--- src/rtl/wb_dma_engine_if.sv ---
// -----------------------------------------------------------------------------
// wb_bus
// Classic Wishbone single-transfer bus used by the DMA engine on both sides.
//   cyc, stb, we  : cycle / strobe / write-enable      (initiator -> responder)
//   adr[31:0]     : byte address                        (initiator -> responder)
//   dat_w[31:0]   : write data                          (initiator -> responder)
//   sel[3:0]      : byte selects                        (initiator -> responder)
//   dat_r[31:0]   : read data                           (responder -> initiator)
//   ack           : transfer acknowledge                (responder -> initiator)
// -----------------------------------------------------------------------------
interface wb_bus;
    logic        cyc;
    logic        stb;
    logic        we;
    logic [31:0] adr;
    logic [31:0] dat_w;
    logic [3:0]  sel;
    logic [31:0] dat_r;
    logic        ack;

    modport master (
        output cyc, stb, we, adr, dat_w, sel,
        input  dat_r, ack
    );

    modport slave (
        input  cyc, stb, we, adr, dat_w, sel,
        output dat_r, ack
    );
endinterface

--- src/rtl/wb_dma_engine.sv ---
// -----------------------------------------------------------------------------
// wb_dma_engine
// Memory-to-memory word copy engine. Software programs SRC/DST/LEN/CTRL over
// the responder port; the engine then alternates single read and write beats
// on its initiator port and raises a level interrupt when the run is done.
//
// Ports
//   clk_in      : system clock
//   reset_in    : synchronous, active-low reset
//   bus_slave   : register access (decode on adr[3:2])
//                 0 SRC, 1 DST, 2 LEN, 3 CTRL
//                 CTRL: b0 START(w1) b1 BUSY(ro) b2 DONE(w1c) b3 IRQ_EN b4 ABORT(w1)
//   bus_master  : copy traffic, one classic single transfer at a time
//   irq_out     : DONE & IRQ_EN
// -----------------------------------------------------------------------------
module wb_dma_engine #(
    parameter int LEN_WIDTH = 16
) (
    input  logic  clk_in,
    input  logic  reset_in,
    wb_bus.slave  bus_slave,
    wb_bus.master bus_master,
    output logic  irq_out
);
    typedef enum logic [1:0] {
        ST_IDLE = 2'd0,
        ST_RD   = 2'd1,
        ST_WR   = 2'd2,
        ST_FIN  = 2'd3
    } state_t;

    localparam logic [LEN_WIDTH-1:0] LEN_ONE   = LEN_WIDTH'(1);
    localparam logic [31:0]          WORD_STEP = 32'd4;

    // Programming registers
    logic [31:0]          r_src;
    logic [31:0]          r_dst;
    logic [LEN_WIDTH-1:0] r_len;
    logic                 r_done;
    logic                 r_irq_en;
    logic                 r_abort_pend;

    // Working copies used by the running transfer
    state_t               r_state;
    logic [31:0]          r_cur_src;
    logic [31:0]          r_cur_dst;
    logic [LEN_WIDTH-1:0] r_remaining;
    logic [31:0]          r_buf;

    // Responder outputs
    logic                 r_s_ack;
    logic [31:0]          r_s_dat;

    // Initiator outputs
    logic                 r_m_cyc;
    logic                 r_m_we;
    logic [31:0]          r_m_adr;
    logic [31:0]          r_m_dat;
    logic [3:0]           r_m_sel;

    logic                 w_busy;
    logic                 w_req;
    logic                 w_wr;
    logic                 w_ctrl_wr;
    logic                 w_start;
    logic                 w_abort;
    logic [1:0]           w_reg_idx;
    logic [31:0]          w_rd_data;
    logic                 w_unused_bits;

    assign w_busy    = (r_state != ST_IDLE);
    // A request is only taken while ack is low, which enforces one idle
    // cycle between consecutive acks.
    assign w_req     = bus_slave.cyc & bus_slave.stb & ~r_s_ack;
    assign w_wr      = w_req & bus_slave.we;
    assign w_reg_idx = bus_slave.adr[3:2];
    assign w_ctrl_wr = w_wr & (w_reg_idx == 2'd3);
    assign w_start   = w_ctrl_wr & bus_slave.dat_w[0] & ~w_busy;
    assign w_abort   = w_ctrl_wr & bus_slave.dat_w[4] & w_busy;

    // Only adr[3:2] decodes and every access is a full word.
    assign w_unused_bits = ^{bus_slave.sel, bus_slave.adr[31:4], bus_slave.adr[1:0]};

    always_comb begin
        w_rd_data = '0;
        case (w_reg_idx)
            2'd0:    w_rd_data = r_src;
            2'd1:    w_rd_data = r_dst;
            2'd2:    w_rd_data = {{(32-LEN_WIDTH){1'b0}}, r_len};
            default: w_rd_data = {27'd0, 1'b0, r_irq_en, r_done, w_busy, 1'b0};
        endcase
    end

    assign bus_slave.ack    = r_s_ack;
    assign bus_slave.dat_r  = r_s_dat;
    assign bus_master.cyc   = r_m_cyc;
    assign bus_master.stb   = r_m_cyc;
    assign bus_master.we    = r_m_we;
    assign bus_master.adr   = r_m_adr;
    assign bus_master.dat_w = r_m_dat;
    assign bus_master.sel   = r_m_sel;
    assign irq_out          = r_done & r_irq_en;

    always_ff @(posedge clk_in) begin
        if (!reset_in) begin
            r_src        <= '0;
            r_dst        <= '0;
            r_len        <= '0;
            r_done       <= 1'b0;
            r_irq_en     <= 1'b0;
            r_abort_pend <= 1'b0;
            r_state      <= ST_IDLE;
            r_cur_src    <= '0;
            r_cur_dst    <= '0;
            r_remaining  <= '0;
            r_buf        <= '0;
            r_s_ack      <= 1'b0;
            r_s_dat      <= '0;
            r_m_cyc      <= 1'b0;
            r_m_we       <= 1'b0;
            r_m_adr      <= '0;
            r_m_dat      <= '0;
            r_m_sel      <= '0;
        end else begin
            // ---------------- register responder ----------------
            r_s_ack <= w_req;
            if (w_req && !bus_slave.we) begin
                r_s_dat <= w_rd_data;
            end

            if (w_wr) begin
                case (w_reg_idx)
                    2'd0: if (!w_busy) r_src <= {bus_slave.dat_w[31:2], 2'b00};
                    2'd1: if (!w_busy) r_dst <= {bus_slave.dat_w[31:2], 2'b00};
                    2'd2: if (!w_busy) r_len <= bus_slave.dat_w[LEN_WIDTH-1:0];
                    default: begin
                        r_irq_en <= bus_slave.dat_w[3];
                        if (bus_slave.dat_w[2]) begin
                            r_done <= 1'b0;
                        end
                    end
                endcase
            end

            if (w_abort) begin
                r_abort_pend <= 1'b1;
            end

            // ---------------- copy initiator ----------------
            // Assignments below come after the W1C above so that a DONE set
            // in FIN wins over a clear in the same cycle.
            case (r_state)
                ST_IDLE: begin
                    if (w_start) begin
                        r_done       <= 1'b0;
                        r_cur_src    <= r_src;
                        r_cur_dst    <= r_dst;
                        r_remaining  <= r_len;
                        r_abort_pend <= 1'b0;
                        r_state      <= (r_len == '0) ? ST_FIN : ST_RD;
                    end
                end

                // Each beat state spends its first cycle with cyc low, which
                // gives the mandatory idle cycle between consecutive beats.
                ST_RD: begin
                    if (!r_m_cyc) begin
                        r_m_cyc <= 1'b1;
                        r_m_we  <= 1'b0;
                        r_m_adr <= r_cur_src;
                        r_m_sel <= 4'hF;
                    end else if (bus_master.ack) begin
                        r_buf   <= bus_master.dat_r;
                        r_m_cyc <= 1'b0;
                        r_m_sel <= 4'h0;
                        r_state <= ST_WR;
                    end
                end

                ST_WR: begin
                    if (!r_m_cyc) begin
                        r_m_cyc <= 1'b1;
                        r_m_we  <= 1'b1;
                        r_m_adr <= r_cur_dst;
                        r_m_dat <= r_buf;
                        r_m_sel <= 4'hF;
                    end else if (bus_master.ack) begin
                        r_m_cyc     <= 1'b0;
                        r_m_we      <= 1'b0;
                        r_m_sel     <= 4'h0;
                        r_cur_src   <= r_cur_src + WORD_STEP;
                        r_cur_dst   <= r_cur_dst + WORD_STEP;
                        r_remaining <= r_remaining - LEN_ONE;
                        // Abort is honoured only at a pair boundary, so a
                        // read already under way always gets its write.
                        if (r_remaining == LEN_ONE || r_abort_pend || w_abort) begin
                            r_state <= ST_FIN;
                        end else begin
                            r_state <= ST_RD;
                        end
                    end
                end

                default: begin
                    if (!r_abort_pend) begin
                        r_done <= 1'b1;
                    end
                    r_abort_pend <= 1'b0;
                    r_state      <= ST_IDLE;
                end
            endcase
        end
    end
endmodule

--- src/flat_wrapper.sv ---
// flat-port wrapper written by rule: the top's interface ports become plain ports
module wb_dma_engine_flat 
#(
    parameter int LEN_WIDTH = 16
)
  (clk_in, reset_in, irq_out, bus_slave_cyc, bus_slave_stb, bus_slave_we, bus_slave_adr, bus_slave_dat_w, bus_slave_sel, bus_slave_dat_r, bus_slave_ack, bus_master_cyc, bus_master_stb, bus_master_we, bus_master_adr, bus_master_dat_w, bus_master_sel, bus_master_dat_r, bus_master_ack);
  wb_bus bus_slave_i ();
  wb_bus bus_master_i ();
  input  logic clk_in;
  input  logic reset_in;
  output logic irq_out;
  input wire logic [$bits(bus_slave_i.cyc)-1:0] bus_slave_cyc;
  input wire logic [$bits(bus_slave_i.stb)-1:0] bus_slave_stb;
  input wire logic [$bits(bus_slave_i.we)-1:0] bus_slave_we;
  input wire logic [$bits(bus_slave_i.adr)-1:0] bus_slave_adr;
  input wire logic [$bits(bus_slave_i.dat_w)-1:0] bus_slave_dat_w;
  input wire logic [$bits(bus_slave_i.sel)-1:0] bus_slave_sel;
  output wire logic [$bits(bus_slave_i.dat_r)-1:0] bus_slave_dat_r;
  output wire logic [$bits(bus_slave_i.ack)-1:0] bus_slave_ack;
  output wire logic [$bits(bus_master_i.cyc)-1:0] bus_master_cyc;
  output wire logic [$bits(bus_master_i.stb)-1:0] bus_master_stb;
  output wire logic [$bits(bus_master_i.we)-1:0] bus_master_we;
  output wire logic [$bits(bus_master_i.adr)-1:0] bus_master_adr;
  output wire logic [$bits(bus_master_i.dat_w)-1:0] bus_master_dat_w;
  output wire logic [$bits(bus_master_i.sel)-1:0] bus_master_sel;
  input wire logic [$bits(bus_master_i.dat_r)-1:0] bus_master_dat_r;
  input wire logic [$bits(bus_master_i.ack)-1:0] bus_master_ack;
  assign bus_slave_i.cyc = bus_slave_cyc;
  assign bus_slave_i.stb = bus_slave_stb;
  assign bus_slave_i.we = bus_slave_we;
  assign bus_slave_i.adr = bus_slave_adr;
  assign bus_slave_i.dat_w = bus_slave_dat_w;
  assign bus_slave_i.sel = bus_slave_sel;
  assign bus_slave_dat_r = bus_slave_i.dat_r;
  assign bus_slave_ack = bus_slave_i.ack;
  assign bus_master_cyc = bus_master_i.cyc;
  assign bus_master_stb = bus_master_i.stb;
  assign bus_master_we = bus_master_i.we;
  assign bus_master_adr = bus_master_i.adr;
  assign bus_master_dat_w = bus_master_i.dat_w;
  assign bus_master_sel = bus_master_i.sel;
  assign bus_master_i.dat_r = bus_master_dat_r;
  assign bus_master_i.ack = bus_master_ack;
  wb_dma_engine #(.LEN_WIDTH(LEN_WIDTH)) u_core (.clk_in(clk_in), .reset_in(reset_in), .bus_slave(bus_slave_i), .bus_master(bus_master_i), .irq_out(irq_out));
endmodule
--- config.mk ---
export PLATFORM = sky130hd
export DESIGN_NAME = wb_dma_engine_flat
export DESIGN_NICKNAME = d
export VERILOG_FILES = /design/src/rtl/wb_dma_engine_if.sv /design/src/rtl/wb_dma_engine.sv /design/src/flat_wrapper.sv
export SDC_FILE = /design/constraint.sdc
export NUM_CORES = 1
export LEC_CHECK = 0
export CAP_MARGIN = 20
export CORE_MARGIN = 2
export CORE_UTILIZATION = 54
export CTS_CLUSTER_DIAMETER = 100
export DETAILED_ROUTE_END_ITERATION = 8
export GPL_ROUTABILITY_DRIVEN = 0
export PLACE_DENSITY = 0.8
export RECOVER_POWER = 25
export SLEW_MARGIN = 40
export SYNTH_ARGS = -nofsm -noshare
export SYNTH_HDL_FRONTEND = slang
export SYNTH_SLANG_ARGS = --single-unit
export TNS_END_PERCENT = 1
--- constraint.sdc ---
create_clock -name clk_in -period 2.9 [get_ports clk_in]
set_input_delay 0.725 -clock clk_in [delete_from_list [all_inputs] [get_ports clk_in]]
set_output_delay 0.725 -clock clk_in [all_outputs]
set_load 0.03 [all_outputs]
After elaboration in Yosys (flattened, before gate mapping) --
Cells that the tools add are included.
Storage, ports and cells: register bits after elaboration 296, input port bits 106, word-level logic and storage cells 113
Operators by class: reduce and logical (&&, ||, !) cells 23, multiplexer cells 41, bitwise operators 13, equality and inequality tests 15, add/subtract/negate cells 3
Operator list (number):
- $mux 32 | 8
- $pmux 32 s2 | 3
- $pmux 32 s3 | 1
- $add 32x3->32 const B | 2
- $mux 16 | 3
- $pmux 16 s2 | 1
- $reduce_and 3->1 | 6
- $eq 16x1->1 const B | 1
- $logic_not 16->1 | 1
- $sub 16x1->16 const B | 1
- $mux 2 | 7
- $mux 1 | 12
- $ne 2x2->1 const B | 5
- $and 1x1->1 | 9
- $mux 4 | 2
- $eq 2x2->1 const B | 3
- $ne 2x1->1 const B | 3
- $pmux 1 s2 | 3
- $pmux 2 s3 | 1
- $reduce_and 2->1 | 3
- $reduce_bool 2->1 | 3
- $reduce_and 5->1 | 1
- $eq 2x1->1 const B | 2
- $logic_not 2->1 | 2
- 8 further kinds | 12

Logic depth before layout (Yosys ltp) --
Gate-level depths: netlist (run 1).
depth in word-level cells 11, mapped depth 11, mapped depth without buffers 7

Worst setup path before layout (run 1) --
Ideal clock, no wire load.
path kind input to register, start input port bus_slave_we, end register u_core.r_cur_dst[31], stages on the path 5, required time 2.783 ns, path slack 0.724 ns, arrival 2.059 ns, setup time 0.117 ns, cells stage by stage nand4b_2 -> or4_1 -> o221a_2 -> o21a_1 -> o22a_1
On the way: longest elaborated chain between the ends 6
RTL lines:
- from (decl) | RTL line flat_wrapper.sv:14 | input wire logic [$bits(bus_slave_i.we)-1:0] bus_slave_we;
- $and 1x1->1 | RTL line wb_dma_engine.sv:75 | assign w_wr = w_req & bus_slave.we;
- $and 1x1->1 | RTL line wb_dma_engine.sv:77 | assign w_ctrl_wr = w_wr & (w_reg_idx == 2'd3);
- $and 1x1->1 (2 in series) | RTL line wb_dma_engine.sv:78 | assign w_start = w_ctrl_wr & bus_slave.dat_w[0] & ~w_busy;
- $ne 2x1->1 (no line)
- $reduce_and 4->1 (no line)
- to (signal assigned) | RTL line wb_dma_engine.sv:157 | r_cur_dst <= r_dst;
- to (signal assigned) | RTL line wb_dma_engine.sv:192 | r_cur_dst <= r_cur_dst + WORD_STEP;
- to (decl) | RTL line wb_dma_engine.sv:46 | logic [31:0] r_cur_dst;
Every way passes these cells. A chain may end at the register's enable or synchronous reset.

Worst setup path in the final report (run 1) --
start input port bus_slave_we, end register u_core.r_len[9]
On the way: longest elaborated chain between the ends 2
RTL lines:
- $and 1x1->1 | RTL line wb_dma_engine.sv:75
- $reduce_and 3->1 (no line)
- to (signal assigned) | RTL line wb_dma_engine.sv:135 | 2'd2: if (!w_busy) r_len <= bus_slave.dat_w[LEN_WIDTH-1:0];
- to (decl) | RTL line wb_dma_engine.sv:38 | logic [LEN_WIDTH-1:0] r_len;
Every way passes these cells.

==> impl_metrics.prom, run 1 <==
# TYPE chip_impl_metric gauge
chip_impl_metric{name="detail_route.wirelength",unit="um"} 39300
chip_impl_metric{name="clock_pin_slew_of_the_registers_on_the_worst_case_setup_and_hold_paths",unit="ns"} 0.06
chip_impl_metric{name="fmax",unit="MHz"} 383
chip_impl_metric{name="vias",unit=""} 12900
chip_impl_info{name="critical_path.cell_chain",value="dlygate4sd3_1, and4b_1, nand4b_1, clkbuf_1, mux2i_1, nor2_1"} 1
chip_impl_metric{name="worst-path-max-fanout",unit=""} 17
chip_impl_metric{name="clk_latency",unit="ns"} 0.56
chip_impl_metric{name="final.setup.tns",unit="ns"} 0
chip_impl_metric{name="cts_sinks",unit=""} 288
chip_impl_metric{name="regArea",unit="mm^2"} 0.00577
chip_impl_info{name="cts_tree",value="built"} 1
chip_impl_metric{name="min_period",unit="ns"} 2.61
chip_impl_metric{name="detail_route.vias_per_cell",unit=""} 6.03
chip_impl_metric{name="ioPinCount",unit=""} 211
chip_impl_metric{name="final_core_util",unit="%"} 67.9
chip_impl_info{name="setup.worst_path.start_class",value="input pin"} 1
chip_impl_metric{name="syn_nets",unit=""} 1788
chip_impl_metric{name="dieHeight",unit="um"} 160
chip_impl_metric{name="finalWorstSetupSlack",unit="ns"} 0.292
chip_impl_metric{name="numCtsBuffers",unit=""} 30
chip_impl_metric{name="antenna_violations_before_repair",unit=""} 0
chip_impl_metric{name="synth.lib_cells_used.distinct",unit=""} 73
chip_impl_info{name="buffer_cell_driving_the_clock_tree_root",value="sky130_fd_sc_hd__clkbuf_16"} 1
chip_impl_info{name="final_common_cell",value="sky130_fd_sc_hd__nand2_1"} 1
chip_impl_metric{name="cellPowerDensity",unit="mW/mm^2"} 738
chip_impl_metric{name="timing.reg2reg.setup_slack",unit="ns"} 0.29
chip_impl_metric{name="slew_viol_final",unit=""} 32
chip_impl_metric{name="total_leakage_power",unit="nW"} 5.56
chip_impl_metric{name="die_width",unit="um"} 160
chip_impl_metric{name="final_layout_size_suffix_gt1_share",unit="%"} 7.09
chip_impl_metric{name="cts_hold_buffers",unit=""} 0
chip_impl_metric{name="detailedPlace.worstSlack",unit="ns"} 0.0580
chip_impl_metric{name="flow.area_growth_from_synthesis",unit="%"} 24.1
chip_impl_metric{name="number_of_global_route_vias_before_repair",unit=""} 11700
chip_impl_metric{name="grt.overflow.total",unit=""} 0
chip_impl_metric{name="timing.final.setup_violations",unit=""} 0
chip_impl_metric{name="multiInputGateArea",unit="mm^2"} 0.00685
chip_impl_info{name="top_library_cells_by_usage_in_the_layout_fill_and_taps_aside",value="sky130_fd_sc_hd__nand2_1 (329), sky130_fd_sc_hd__dfxtp_1 (288), sky130_fd_sc_hd__a21oi_1 (225)"} 1
chip_impl_metric{name="tightestPinTransition",unit="ns"} 1.51
chip_impl_metric{name="hpwlAfterDp",unit="um"} 26300
chip_impl_info{name="violated_checks",value="max-capacitance violations, max-slew violations"} 1
chip_impl_metric{name="grt_start_max_net_pins",unit=""} 76
chip_impl_metric{name="grt_first_pass_wirelength",unit="um"} 62900
chip_impl_metric{name="synthesis.area_per_instance",unit="um^2"} 7.90
chip_impl_metric{name="detailedRoute.firstPassIterationCount",unit=""} 6
chip_impl_info{name="path_class",value="input pin to flip-flop"} 1
chip_impl_metric{name="delay_of_the_slowest_cell_on_the_worst_path",unit="ns"} 0.98
chip_impl_metric{name="grtUsageTotal",unit="%"} 29.6
chip_impl_metric{name="floorplan.core_area",unit="mm^2"} 0.0242
chip_impl_metric{name="htreeDepth",unit=""} 1
chip_impl_metric{name="final_nets",unit=""} 1910
chip_impl_metric{name="die-area",unit="mm^2"} 0.0257
chip_impl_metric{name="placement_rows",unit=""} 57
chip_impl_info{name="timing.critical_path.to_type",value="flip-flop"} 1
chip_impl_metric{name="timing.final.crit_share",unit="%"} 89.9
chip_impl_metric{name="fillCellCount",unit=""} 1993
chip_impl_metric{name="initial_core_util",unit="%"} 54.7
chip_impl_metric{name="antenna_cells",unit=""} 0
chip_impl_metric{name="final-hold-violation-count",unit=""} 0
chip_impl_metric{name="max_slew_margin",unit="%"} -0.360
chip_impl_metric{name="irDropWorstVdd",unit="uV"} 466
chip_impl_metric{name="synth-seq-area-share",unit="%"} 43.6
chip_impl_info{name="ys_dominant_reg_cell",value="sky130_fd_sc_hd__dfxtp_1"} 1
chip_impl_metric{name="cts_resized",unit=""} 0
chip_impl_info{name="slowest_stage",value="sky130_fd_sc_hd__clkbuf_1"} 1
chip_impl_metric{name="netlist_area",unit="mm^2"} 0.0132
chip_impl_metric{name="worstPathArrival",unit="ns"} 3.05
chip_impl_metric{name="port_buffers",unit=""} 176
chip_impl_metric{name="synth_edf_count",unit=""} 0
chip_impl_metric{name="postRouteAntennaNets",unit=""} 0
chip_impl_info{name="rsz_0062_raised_after_global_routing",value="false"} 1
chip_impl_metric{name="worst-path-buf-inv",unit=""} 2
chip_impl_metric{name="syn-instance-count",unit=""} 1674
chip_impl_metric{name="wire_length_per_cell",unit="um"} 18.4
chip_impl_metric{name="post-cts-setup-buffers",unit=""} 0
chip_impl_info{name="timing.hold.worst.class",value="flip-flop to flip-flop"} 1
chip_impl_metric{name="drt_drc_violations_left",unit=""} 0
chip_impl_info{name="worst_path_dominant_cell_family",value="buffers and inverters"} 1
chip_impl_metric{name="postSynthRegisterBits",unit=""} 288
chip_impl_metric{name="cp.required",unit="ns"} 3.34
chip_impl_metric{name="clock_skew",unit="ns"} 0.0156
chip_impl_metric{name="ys_async_sr_fraction",unit="%"} 0
chip_impl_metric{name="ys_warn_count",unit=""} 0
chip_impl_metric{name="first_drt_iteration_drcs",unit=""} 1649
chip_impl_info{name="status",value="finished with violations"} 1
chip_impl_metric{name="max_cap_violations",unit=""} 1
chip_impl_metric{name="cts-root-to-sink-buffers",unit=""} 3
cell usage after synthesis, drive strengths merged, types with 3 or more instances:
master | number | area [um^2]
a211oi | 52 | 390
a21boi | 12 | 90.1
a21o | 3 | 22.5
a21oi | 225 | 1130
a22o | 3 | 26.3
a22oi | 6 | 45.0
a311oi | 4 | 35.0
a31oi | 18 | 113
a32o | 3 | 30.0
a41oi | 3 | 26.3
and2 | 11 | 68.8
and3 | 13 | 81.3
and4 | 8 | 70.1
buf | 40 | 195
clkbuf | 95 | 357
dfxtp | 288 | 5770
ha | 8 | 100
inv | 21 | 78.8
mux2i | 77 | 771
nand2 | 330 | 1240
nand3 | 34 | 175
nand4 | 13 | 96.3
nand4b | 4 | 41.3
nor2 | 143 | 537
nor2b | 13 | 81.3
nor3 | 63 | 320
nor4 | 21 | 153
nor4b | 3 | 26.3
o21a | 19 | 143
o21ai | 60 | 304
o221a | 8 | 90.1
o22ai | 7 | 43.8
o31ai | 5 | 37.5
o32ai | 3 | 26.3
o41ai | 3 | 26.3
or2 | 4 | 25.0
or3 | 7 | 43.8
or4 | 8 | 63.8
report_power, final:
group / leakage [nW] / internal, mW / switching [mW]
Sequential: 2.33 / 4.27 / 0.260
Clock: 0.532 / 2.59 / 1.61
Combinational: 2.70 / 1.23 / 2.14
Total: 5.56 / 8.09 / 4.02
logic make-up (layout without fill, tap and decap cells):
logic type                 count (synthesis)  count (layout)  synth area share (%)
DFF                                      288             288                  43.6
buffers and inverters                    156             301                  4.77
adders and majority gates                  8               8                 0.757
and+or+nand+nor                          681             681                  23.3
muxes                                     80              80                  6.26
AOI/OAI and AO/OA                        461             461                  21.4
final timing paths:
kind	from	end	depth (start not counted)
worst min-delay path	u_core.bus_master.adr[1]$_SDFFE_PN0P_	u_core.bus_master.adr[1]$_SDFFE_PN0P_	2
worst max-delay path	bus_slave_we	u_core.r_len[9]$_SDFFE_PN0P_	6
worst max register to register	u_core.r_state[0]$_SDFFE_PN0P_	u_core.r_cur_src[29]$_SDFFE_PN0P_	7
worst min register to register	u_core.bus_master.adr[1]$_SDFFE_PN0P_	u_core.bus_master.adr[1]$_SDFFE_PN0P_	2
metrics by stage:
step	hold slack, ns	instances	total power [mW]	area (um^2)
floorplan	0.432	1674	6.76	13200
global placement	0.429	2088	7.87	15400
detailed placement	0.442	2088	7.92	15400
CTS	0.450	2143	12.1	16400
global route	0.459	2143	12.6	16400
finish	0.448	2143	12.1	16400
flip-flops by register name (all words and copies together), names as in the netlist, 30 cells and up:
signal                   count
u_core.r_dst                30
u_core.bus_master.adr       31
u_core.r_src                30
u_core.r_buf                32
u_core.r_cur_dst            30
u_core.bus_master.dat_w     32
u_core.bus_slave.dat_r      32
u_core.r_cur_src            30
per-layer routing:
layer	share of wire [%]	track usage (%)
met5	0	0
met4	1.7	6.51
met3	11	5.29
met2	43	44.6
met1	44	44.4
worst register-to-register path, cell delays in order, from the launching register on:
cell and delay [ns]:
sky130_fd_sc_hd__dfxtp_1 0.34, sky130_fd_sc_hd__inv_1 0.09, sky130_fd_sc_hd__ha_2 0.69, sky130_fd_sc_hd__inv_1 0.32, sky130_fd_sc_hd__nor2_1 0.24, sky130_fd_sc_hd__nand2_1 0.16
sky130_fd_sc_hd__or4_1 0.54, sky130_fd_sc_hd__a31oi_1 0.17
layout make-up:
cell class | count | share of cell area [%]
clock buffers | 44 | 5.51
clock inverters | 11 | 1.13
inverters | 21 | 0.511
multi-input cells | 1230 | 41.7
flip-flops and latches | 288 | 35.1
well taps | 324 | 2.47
repair buffers | 225 | 13.5
Note: power is estimated with default switching activity, not from simulation.
==> run 2: changes to the inputs <==
--- a/config.mk
+++ b/config.mk
@@ -11,8 +11,10 @@
 export CTS_CLUSTER_DIAMETER = 100
 export DETAILED_ROUTE_END_ITERATION = 8
 export GPL_ROUTABILITY_DRIVEN = 0
+export HOLD_SLACK_MARGIN = 0.05
 export PLACE_DENSITY = 0.8
 export RECOVER_POWER = 25
+export SETUP_SLACK_MARGIN = 0.4
 export SLEW_MARGIN = 40
 export SYNTH_ARGS = -nofsm -noshare
 export SYNTH_HDL_FRONTEND = slang
==> constraint.sdc (replaced) <==
create_clock -name clk_in -period 2.5 [get_ports clk_in]
set_input_delay 0.625 -clock clk_in [delete_from_list [all_inputs] [get_ports clk_in]]
set_output_delay 0.625 -clock clk_in [all_outputs]
set_load 0.03 [all_outputs]
==> impl_metrics.prom, run 2 (synthesis gave the netlist of run 1 again) <==
# TYPE chip_impl_metric gauge
chip_impl_info{name="status",value="finished, final reports clean"} 1
chip_impl_info{name="rsz_0062_raised_after_global_routing",value="true"} 1
chip_impl_metric{name="clk_latency",unit="ns"} 0.56
chip_impl_metric{name="ioPinCount",unit=""} 211
chip_impl_metric{name="finalInstanceArea",unit="mm^2"} 0.0166
chip_impl_info{name="final_common_cell",value="sky130_fd_sc_hd__nand2_1"} 1
chip_impl_metric{name="min_period",unit="ns"} 2.28
chip_impl_metric{name="finalWorstSetupSlack",unit="ns"} 0.222
chip_impl_metric{name="fmax",unit="MHz"} 439
chip_impl_metric{name="delay_of_the_slowest_cell_on_the_worst_path",unit="ns"} 0.70
chip_impl_metric{name="initial_core_util",unit="%"} 54.7
chip_impl_metric{name="numCtsBuffers",unit=""} 29
chip_impl_metric{name="post_dp_cell_area",unit="mm^2"} 0.0157
chip_impl_metric{name="htreeDepth",unit=""} 1
chip_impl_metric{name="power",unit="mW"} 13.7
chip_impl_info{name="path_class",value="flip-flop to primary output"} 1
chip_impl_metric{name="hpwlAfterDp",unit="um"} 27500
chip_impl_metric{name="timing.final.crit_share",unit="%"} 91.1
chip_impl_metric{name="grtUsageTotal",unit="%"} 30.1
chip_impl_metric{name="detailedRoute.firstPassIterationCount",unit=""} 7
chip_impl_metric{name="final_nets",unit=""} 1939
chip_impl_metric{name="wire_length_per_cell",unit="um"} 18.3
chip_impl_info{name="crit_end",value="bus_master_sel[1]"} 1
chip_impl_metric{name="flow.area_growth_from_synthesis",unit="%"} 25.3
chip_impl_metric{name="clock_skew",unit="ns"} 0.0285
chip_impl_metric{name="dieHeight",unit="um"} 160
chip_impl_metric{name="timing.final.setup_violations",unit=""} 0
chip_impl_info{name="worst_setup_path_startpoint",value="u_core.bus_master.sel[2]$_SDFFE_PN0P_"} 1
chip_impl_metric{name="worst-path-max-fanout",unit=""} 5
chip_impl_metric{name="internal_power",unit="mW"} 9.08
chip_impl_metric{name="detailedPlace.worstSlack",unit="ns"} -0.256
chip_impl_metric{name="grt_first_pass_wirelength",unit="um"} 63700
chip_impl_metric{name="r2r_cells",unit=""} 5
chip_impl_metric{name="irDropWorstVdd",unit="uV"} 509
chip_impl_metric{name="antenna_cells",unit=""} 0
chip_impl_info{name="timing.critical_path.to_type",value="primary output"} 1
chip_impl_metric{name="final_core_util",unit="%"} 68.5
chip_impl_info{name="worst_r2r_startpoint",value="u_core.r_cur_src[8]$_SDFFE_PN0P_"} 1
chip_impl_metric{name="fillCellCount",unit=""} 1883
chip_impl_metric{name="cts-root-to-sink-buffers",unit=""} 3
chip_impl_metric{name="detail_route.wirelength",unit="um"} 39900
chip_impl_metric{name="switching_share",unit="%"} 33.8
chip_impl_metric{name="power.sequential.fraction",unit="%"} 38.3
chip_impl_metric{name="grt_start_max_net_pins",unit=""} 89
chip_impl_metric{name="multiInputGateArea",unit="mm^2"} 0.00688
chip_impl_metric{name="first_drt_iteration_drcs",unit=""} 1501
chip_impl_metric{name="cts_hold_buffers",unit=""} 0
chip_impl_metric{name="total_leakage_power",unit="nW"} 5.69
chip_impl_info{name="cts_tree",value="built"} 1
chip_impl_metric{name="detail_route.vias_per_cell",unit=""} 5.99
chip_impl_metric{name="antenna_violations_before_repair",unit=""} 1
chip_impl_metric{name="placement_rows",unit=""} 57
chip_impl_metric{name="worstPathArrival",unit="ns"} 1.65
chip_impl_metric{name="pwr-share-comb",unit="%"} 29.3
chip_impl_metric{name="placed_cells_incl_taps",unit=""} 2118
chip_impl_info{name="worst_r2r_endpoint",value="u_core.r_cur_src[25]$_SDFFE_PN0P_"} 1
chip_impl_metric{name="port_buffers",unit=""} 176
chip_impl_metric{name="p_sw",unit="mW"} 4.64
chip_impl_metric{name="postRouteAntennaNets",unit=""} 0
chip_impl_metric{name="clock_pin_slew_of_the_registers_on_the_worst_case_setup_and_hold_paths",unit="ns"} 0.07
chip_impl_metric{name="grt.overflow.total",unit=""} 0
chip_impl_metric{name="max_cap_violations",unit=""} 0
chip_impl_metric{name="max_slew_margin",unit="%"} 19.2
chip_impl_info{name="top_library_cells_by_usage_in_the_layout_fill_and_taps_aside",value="sky130_fd_sc_hd__nand2_1 (329), sky130_fd_sc_hd__dfxtp_1 (288), sky130_fd_sc_hd__a21oi_1 (225)"} 1
chip_impl_metric{name="final-hold-violation-count",unit=""} 0
chip_impl_metric{name="final_layout_size_suffix_gt1_share",unit="%"} 8.55
chip_impl_metric{name="die_width",unit="um"} 160
chip_impl_metric{name="critical_path_cell_count",unit=""} 1
chip_impl_metric{name="drt_drc_violations_left",unit=""} 0
chip_impl_info{name="slowest_stage",value="sky130_fd_sc_hd__clkdlybuf4s50_1"} 1
chip_impl_metric{name="tightestPinTransition",unit="ns"} 1.21
chip_impl_metric{name="regArea",unit="mm^2"} 0.00577
chip_impl_info{name="setup.worst_path.start_class",value="flip-flop"} 1
chip_impl_metric{name="post-cts-setup-buffers",unit=""} 0
chip_impl_metric{name="timing.reg2reg.setup_slack",unit="ns"} 0.25
chip_impl_info{name="buffer_cell_driving_the_clock_tree_root",value="sky130_fd_sc_hd__clkbuf_16"} 1
chip_impl_metric{name="vias",unit=""} 13000
chip_impl_metric{name="die-area",unit="mm^2"} 0.0257
chip_impl_metric{name="number_of_global_route_vias_before_repair",unit=""} 12100
chip_impl_metric{name="worst-path-buf-inv",unit=""} 1
chip_impl_metric{name="floorplan.core_area",unit="mm^2"} 0.0242
chip_impl_info{name="timing.hold.worst.class",value="flip-flop to flip-flop"} 1
chip_impl_metric{name="final-instance-count-excl-fill",unit=""} 2172
chip_impl_metric{name="clock_network_fraction_of_total_power",unit="%"} 32.3
chip_impl_metric{name="cellPowerDensity",unit="mW/mm^2"} 828
chip_impl_metric{name="cp.required",unit="ns"} 1.88
chip_impl_metric{name="slew_viol_final",unit=""} 0
chip_impl_metric{name="cts_sinks",unit=""} 288
chip_impl_info{name="worst_path_dominant_cell_family",value="buffers and inverters"} 1
chip_impl_info{name="critical_path.cell_chain",value="clkdlybuf4s50_1"} 1
## run 2: timing repair
action                     CTS  global route
setup endpoints to repair  136           213
hold endpoints to repair     0             0
gates resized for setup      4             2
cloned                       0             0
## run 2: cell type report
type | instances | area share, %
Multi-Input combinational cell | 1230 | 41.5
Timing Repair Buffer | 255 | 14.9
Tap cell | 324 | 2.45
Clock buffer | 41 | 4.96
Inverter | 21 | 0.506
Sequential cell | 288 | 34.8
Clock inverter | 13 | 0.914
## run 2: per-layer routing
layer  GRT usage, %  wire length [um]  vias up
li1               -                 -     6219
met1           42.9             17000     6047
met2           46.6             17600      668
met3           6.12              4280       79
met4           8.35               956        0
met5              0                 0        -
## run 2: worst min-delay path: stages (launching register included)
cell                      delay (ns)
sky130_fd_sc_hd__dfxtp_1        0.32
sky130_fd_sc_hd__nand2_1        0.06
sky130_fd_sc_hd__nor2_1         0.03
## run 2: metrics by stage
step	TNS (ns)	hold WS, ns
2_1_floorplan	0	0.432
3_3_place_gp	-6.58	0.435
3_5_place_dp	-9.90	0.443
4_1_cts	0	0.451
5_1_grt	0	0.465
6_report	0	0.448
## run 2: power groups by stage
stage | registers [mW] | logic (mW) | clock network, mW
3_5_place_dp | 5.35 | 3.99 | 0
4_1_cts | 5.25 | 4.01 | 4.47
6_report | 5.26 | 4.02 | 4.44
2_1_floorplan | 5.59 | 2.25 | 0
3_3_place_gp | 5.33 | 3.94 | 0
5_1_grt | 5.31 | 4.34 | 4.68
## run 2: worst min path at each step
stage	startpoint	to	slack, ns	cells after the start
finish	u_core.bus_master.adr[1]$_SDFFE_PN0P_	u_core.bus_master.adr[1]$_SDFFE_PN0P_	0.45	2
global route	u_core.r_buf[5]$_SDFFE_PN0P_	u_core.bus_master.dat_w[5]$_SDFFE_PN0P_	0.47	2
CTS	u_core.bus_master.adr[1]$_SDFFE_PN0P_	u_core.bus_master.adr[1]$_SDFFE_PN0P_	0.45	2
detailed placement	u_core.bus_master.adr[1]$_SDFFE_PN0P_	u_core.bus_master.adr[1]$_SDFFE_PN0P_	0.44	2
global placement	u_core.bus_master.adr[1]$_SDFFE_PN0P_	u_core.bus_master.adr[1]$_SDFFE_PN0P_	0.44	2
floorplan	u_core.r_buf[0]$_SDFFE_PN0P_	u_core.bus_master.dat_w[0]$_SDFFE_PN0P_	0.43	2
==> run 3: changes to the inputs <==
--- a/config.mk
+++ b/config.mk
@@ -5,6 +5,7 @@
 export SDC_FILE = /design/constraint.sdc
 export NUM_CORES = 1
 export LEC_CHECK = 0
+export ABC_AREA = 1
 export CAP_MARGIN = 20
 export CORE_MARGIN = 2
 export CORE_UTILIZATION = 54
@@ -14,7 +15,7 @@
 export HOLD_SLACK_MARGIN = 0.05
 export PLACE_DENSITY = 0.8
 export RECOVER_POWER = 25
-export SETUP_SLACK_MARGIN = 0.4
+export SETUP_SLACK_MARGIN = 0.02
 export SLEW_MARGIN = 40
 export SYNTH_ARGS = -nofsm -noshare
 export SYNTH_HDL_FRONTEND = slang
==> impl_metrics.prom, run 3 <==
# TYPE chip_impl_metric gauge
chip_impl_metric{name="netlist_area",unit="mm^2"} 0.0136
chip_impl_metric{name="max_cap_violations",unit=""} 0
chip_impl_metric{name="worstPathArrival",unit="ns"} 1.77
chip_impl_metric{name="slew_viol_final",unit=""} 0
chip_impl_metric{name="vias",unit=""} 14200
chip_impl_metric{name="timing.final.crit_share",unit="%"} 95.7
chip_impl_info{name="rsz_0062_raised_after_global_routing",value="false"} 1
chip_impl_metric{name="clk_latency",unit="ns"} 0.56
chip_impl_info{name="synth_common_cells",value="sky130_fd_sc_hd__nand2_1 (367), sky130_fd_sc_hd__nor2_1 (355), sky130_fd_sc_hd__dfxtp_1 (288)"} 1
chip_impl_metric{name="floorplan.core_area",unit="mm^2"} 0.0249
chip_impl_metric{name="dieHeight",unit="um"} 163
chip_impl_metric{name="hpwlAfterDp",unit="um"} 28000
chip_impl_metric{name="grtUsageTotal",unit="%"} 30.2
chip_impl_info{name="ys_dominant_reg_cell",value="sky130_fd_sc_hd__dfxtp_1"} 1
chip_impl_metric{name="number_of_global_route_vias_before_repair",unit=""} 12800
chip_impl_metric{name="detailedPlace.worstSlack",unit="ns"} 0.0896
chip_impl_metric{name="worst-path-max-fanout",unit=""} 3
chip_impl_metric{name="synth_top_cell_area_share",unit="%"} 42.5
chip_impl_metric{name="htreeDepth",unit=""} 1
chip_impl_metric{name="detail_route.wirelength",unit="um"} 40800
chip_impl_metric{name="post-cts-setup-buffers",unit=""} 0
chip_impl_metric{name="cts_sinks",unit=""} 288
chip_impl_metric{name="total_leakage_power",unit="nW"} 6.07
chip_impl_info{name="status",value="finished, final reports clean"} 1
chip_impl_metric{name="min_period",unit="ns"} 2.39
chip_impl_metric{name="ioPinCount",unit=""} 211
chip_impl_metric{name="postRouteAntennaNets",unit=""} 0
chip_impl_metric{name="ys_async_sr_fraction",unit="%"} 0
chip_impl_metric{name="final_layout_size_suffix_gt1_share",unit="%"} 4.28
chip_impl_metric{name="cts_hold_buffers",unit=""} 0
chip_impl_info{name="cts_tree",value="built"} 1
chip_impl_metric{name="detailedRoute.firstPassIterationCount",unit=""} 6
chip_impl_metric{name="grt_first_pass_wirelength",unit="um"} 65100
chip_impl_info{name="timing.critical_path.to_type",value="primary output"} 1
chip_impl_info{name="path_class",value="flip-flop to primary output"} 1
chip_impl_metric{name="ys_warn_count",unit=""} 0
chip_impl_metric{name="fillCellCount",unit=""} 2198
chip_impl_metric{name="syn-instance-count",unit=""} 2032
chip_impl_info{name="synth_top_cells_by_area",value="sky130_fd_sc_hd__dfxtp_1 (42%), sky130_fd_sc_hd__nand2_1 (10%), sky130_fd_sc_hd__nor2_1 (9.8%)"} 1
chip_impl_metric{name="synth-seq-area-share",unit="%"} 42.5
chip_impl_metric{name="post_dp_cell_area",unit="mm^2"} 0.0157
chip_impl_metric{name="tightestPinTransition",unit="ns"} 0.916
chip_impl_metric{name="die-area",unit="mm^2"} 0.0264
chip_impl_info{name="top_library_cells_by_usage_in_the_layout_fill_and_taps_aside",value="sky130_fd_sc_hd__nand2_1 (367), sky130_fd_sc_hd__nor2_1 (356), sky130_fd_sc_hd__dfxtp_1 (288)"} 1
chip_impl_metric{name="port_buffers",unit=""} 176
chip_impl_metric{name="fmax",unit="MHz"} 418
chip_impl_metric{name="clock_pin_slew_of_the_registers_on_the_worst_case_setup_and_hold_paths",unit="ns"} 0.06
chip_impl_metric{name="irDropWorstVdd",unit="uV"} 788
chip_impl_metric{name="final-hold-violation-count",unit=""} 0
chip_impl_metric{name="synth_edf_count",unit=""} 0
chip_impl_metric{name="wire_length_per_cell",unit="um"} 16.3
chip_impl_metric{name="placement_rows",unit=""} 58
chip_impl_info{name="most_numerous_cell_in_the_yosys_netlist",value="sky130_fd_sc_hd__nand2_1"} 1
chip_impl_metric{name="first_drt_iteration_drcs",unit=""} 1469
chip_impl_info{name="timing.hold.worst.class",value="flip-flop to flip-flop"} 1
chip_impl_info{name="final_common_cell",value="sky130_fd_sc_hd__nand2_1"} 1
chip_impl_metric{name="cp.required",unit="ns"} 1.88
chip_impl_metric{name="flow.area_growth_from_synthesis",unit="%"} 21.8
chip_impl_metric{name="cts_resized",unit=""} 0
chip_impl_metric{name="die_width",unit="um"} 163
chip_impl_metric{name="finalInstanceArea",unit="mm^2"} 0.0165
chip_impl_metric{name="detail_route.vias_per_cell",unit=""} 5.68
chip_impl_metric{name="finalWorstSetupSlack",unit="ns"} 0.108
chip_impl_metric{name="cellPowerDensity",unit="mW/mm^2"} 1010
chip_impl_metric{name="postSynthRegisterBits",unit=""} 288
chip_impl_metric{name="initial_core_util",unit="%"} 54.5
chip_impl_metric{name="numCtsBuffers",unit=""} 30
chip_impl_metric{name="clock_skew",unit="ns"} 0.0144
chip_impl_metric{name="grt.overflow.total",unit=""} 0
chip_impl_metric{name="grt_start_max_net_pins",unit=""} 136
chip_impl_info{name="setup.worst_path.start_class",value="flip-flop"} 1
chip_impl_metric{name="timing.hold.ws",unit="ns"} 0.444
chip_impl_metric{name="drt_drc_violations_left",unit=""} 0
chip_impl_metric{name="final.setup.tns",unit="ns"} 0
chip_impl_metric{name="max_slew_margin",unit="%"} 39.0
chip_impl_metric{name="antenna_violations_before_repair",unit=""} 1
chip_impl_metric{name="final_nets",unit=""} 2271
chip_impl_metric{name="syn_nets",unit=""} 2146
chip_impl_metric{name="synthesis.area_per_instance",unit="um^2"} 6.68
chip_impl_info{name="buffer_cell_driving_the_clock_tree_root",value="sky130_fd_sc_hd__clkbuf_16"} 1
chip_impl_metric{name="timing.final.setup_violations",unit=""} 0
chip_impl_info{name="yosys.area.top_type",value="sky130_fd_sc_hd__dfxtp_1"} 1
chip_impl_metric{name="cts-root-to-sink-buffers",unit=""} 3
chip_impl_metric{name="synth.lib_cells_used.distinct",unit=""} 40
## run 3: changes by cell type in the layout (fill, tap and decap cells not counted), moves of 49 or more
cell                       delta
sky130_fd_sc_hd__inv_1      +158
sky130_fd_sc_hd__mux2i_1     -77
sky130_fd_sc_hd__a211oi_1    -49
sky130_fd_sc_hd__o21ai_0    +183
sky130_fd_sc_hd__nand3_1     +90
sky130_fd_sc_hd__nor2_1     +216
## run 3: cell type report
type | instances | area (um^2) | share of cell area, %
inverters | 182 | 683 | 4.13
repair buffers | 215 | 2140 | 12.9
clock buffers | 43 | 850 | 5.14
diodes | 1 | 2.50 | 0.0151
flip-flops and latches | 288 | 5770 | 34.9
multi-input cells | 1440 | 6610 | 40.0
clock inverters | 5 | 67.6 | 0.409
well taps | 330 | 413 | 2.50
## run 3: layer usage
metal / global-route usage (%) / vias up / routed length, um
li1: - / 6910 / -
met1: 41.3 / 6531 / 17200
met2: 48.6 / 683 / 18300
met3: 6.32 / 89 / 4220
met4: 8.45 / 0 / 1080
met5: 0 / - / 0
## run 3: final timing paths
kind / end / slack [ns] / start / depth (start not counted)
max: irq_out / 0.11 / u_core.r_done$_SDFF_PN0_ / 3
min: u_core.bus_master.adr[2]$_SDFFE_PN0P_ / 0.44 / u_core.bus_master.adr[2]$_SDFFE_PN0P_ / 2
max reg2reg: u_core.r_cur_dst[26]$_SDFFE_PN0P_ / 0.24 / u_core.r_cur_dst[2]$_SDFFE_PN0P_ / 10
min reg2reg: u_core.bus_master.adr[2]$_SDFFE_PN0P_ / 0.44 / u_core.bus_master.adr[2]$_SDFFE_PN0P_ / 2
## run 3: where the power goes
group	switching [mW]	internal [mW]
clock	1.82	2.44
sequential	0.696	5.32
combinational	4.18	2.17
total	6.69	9.92
## run 3: kinds of logic (layout without fill, tap and decap cells)
| family | after synthesis | count (layout) | synth area share, % |
|---|---|---|---|
| AO/OA/AOI/OAI | 525 | 525 | 20.5 |
| XOR/XNOR | 6 | 6 | 0.387 |
| adder cells (fa/ha/maj) | 8 | 8 | 0.738 |
| buffers and inverters | 304 | 445 | 8.83 |
| flip-flops | 288 | 288 | 42.5 |
| other | 0 | 1 | 0 |
| AND/OR/NAND/NOR | 901 | 901 | 27.1 |
## run 3: stage by stage
stage | util, % | total power, mW | std cells
4_1_cts | 66.7 | 16.6 | 2503
2_1_floorplan | - | 10.3 | 2032
3_3_place_gp | 63.0 | 12.1 | 2455
5_1_grt | 66.4 | 17.5 | 2504
6_report | 66.4 | 16.6 | 2504
3_5_place_dp | 63.0 | 12.3 | 2455
## run 3: critical path, stage by stage (launching register included)
cell,delay [ns]
sky130_fd_sc_hd__dfxtp_1,0.36
sky130_fd_sc_hd__nand2_1,0.07
sky130_fd_sc_hd__inv_1,0.07
sky130_fd_sc_hd__clkdlybuf4s50_1,0.70
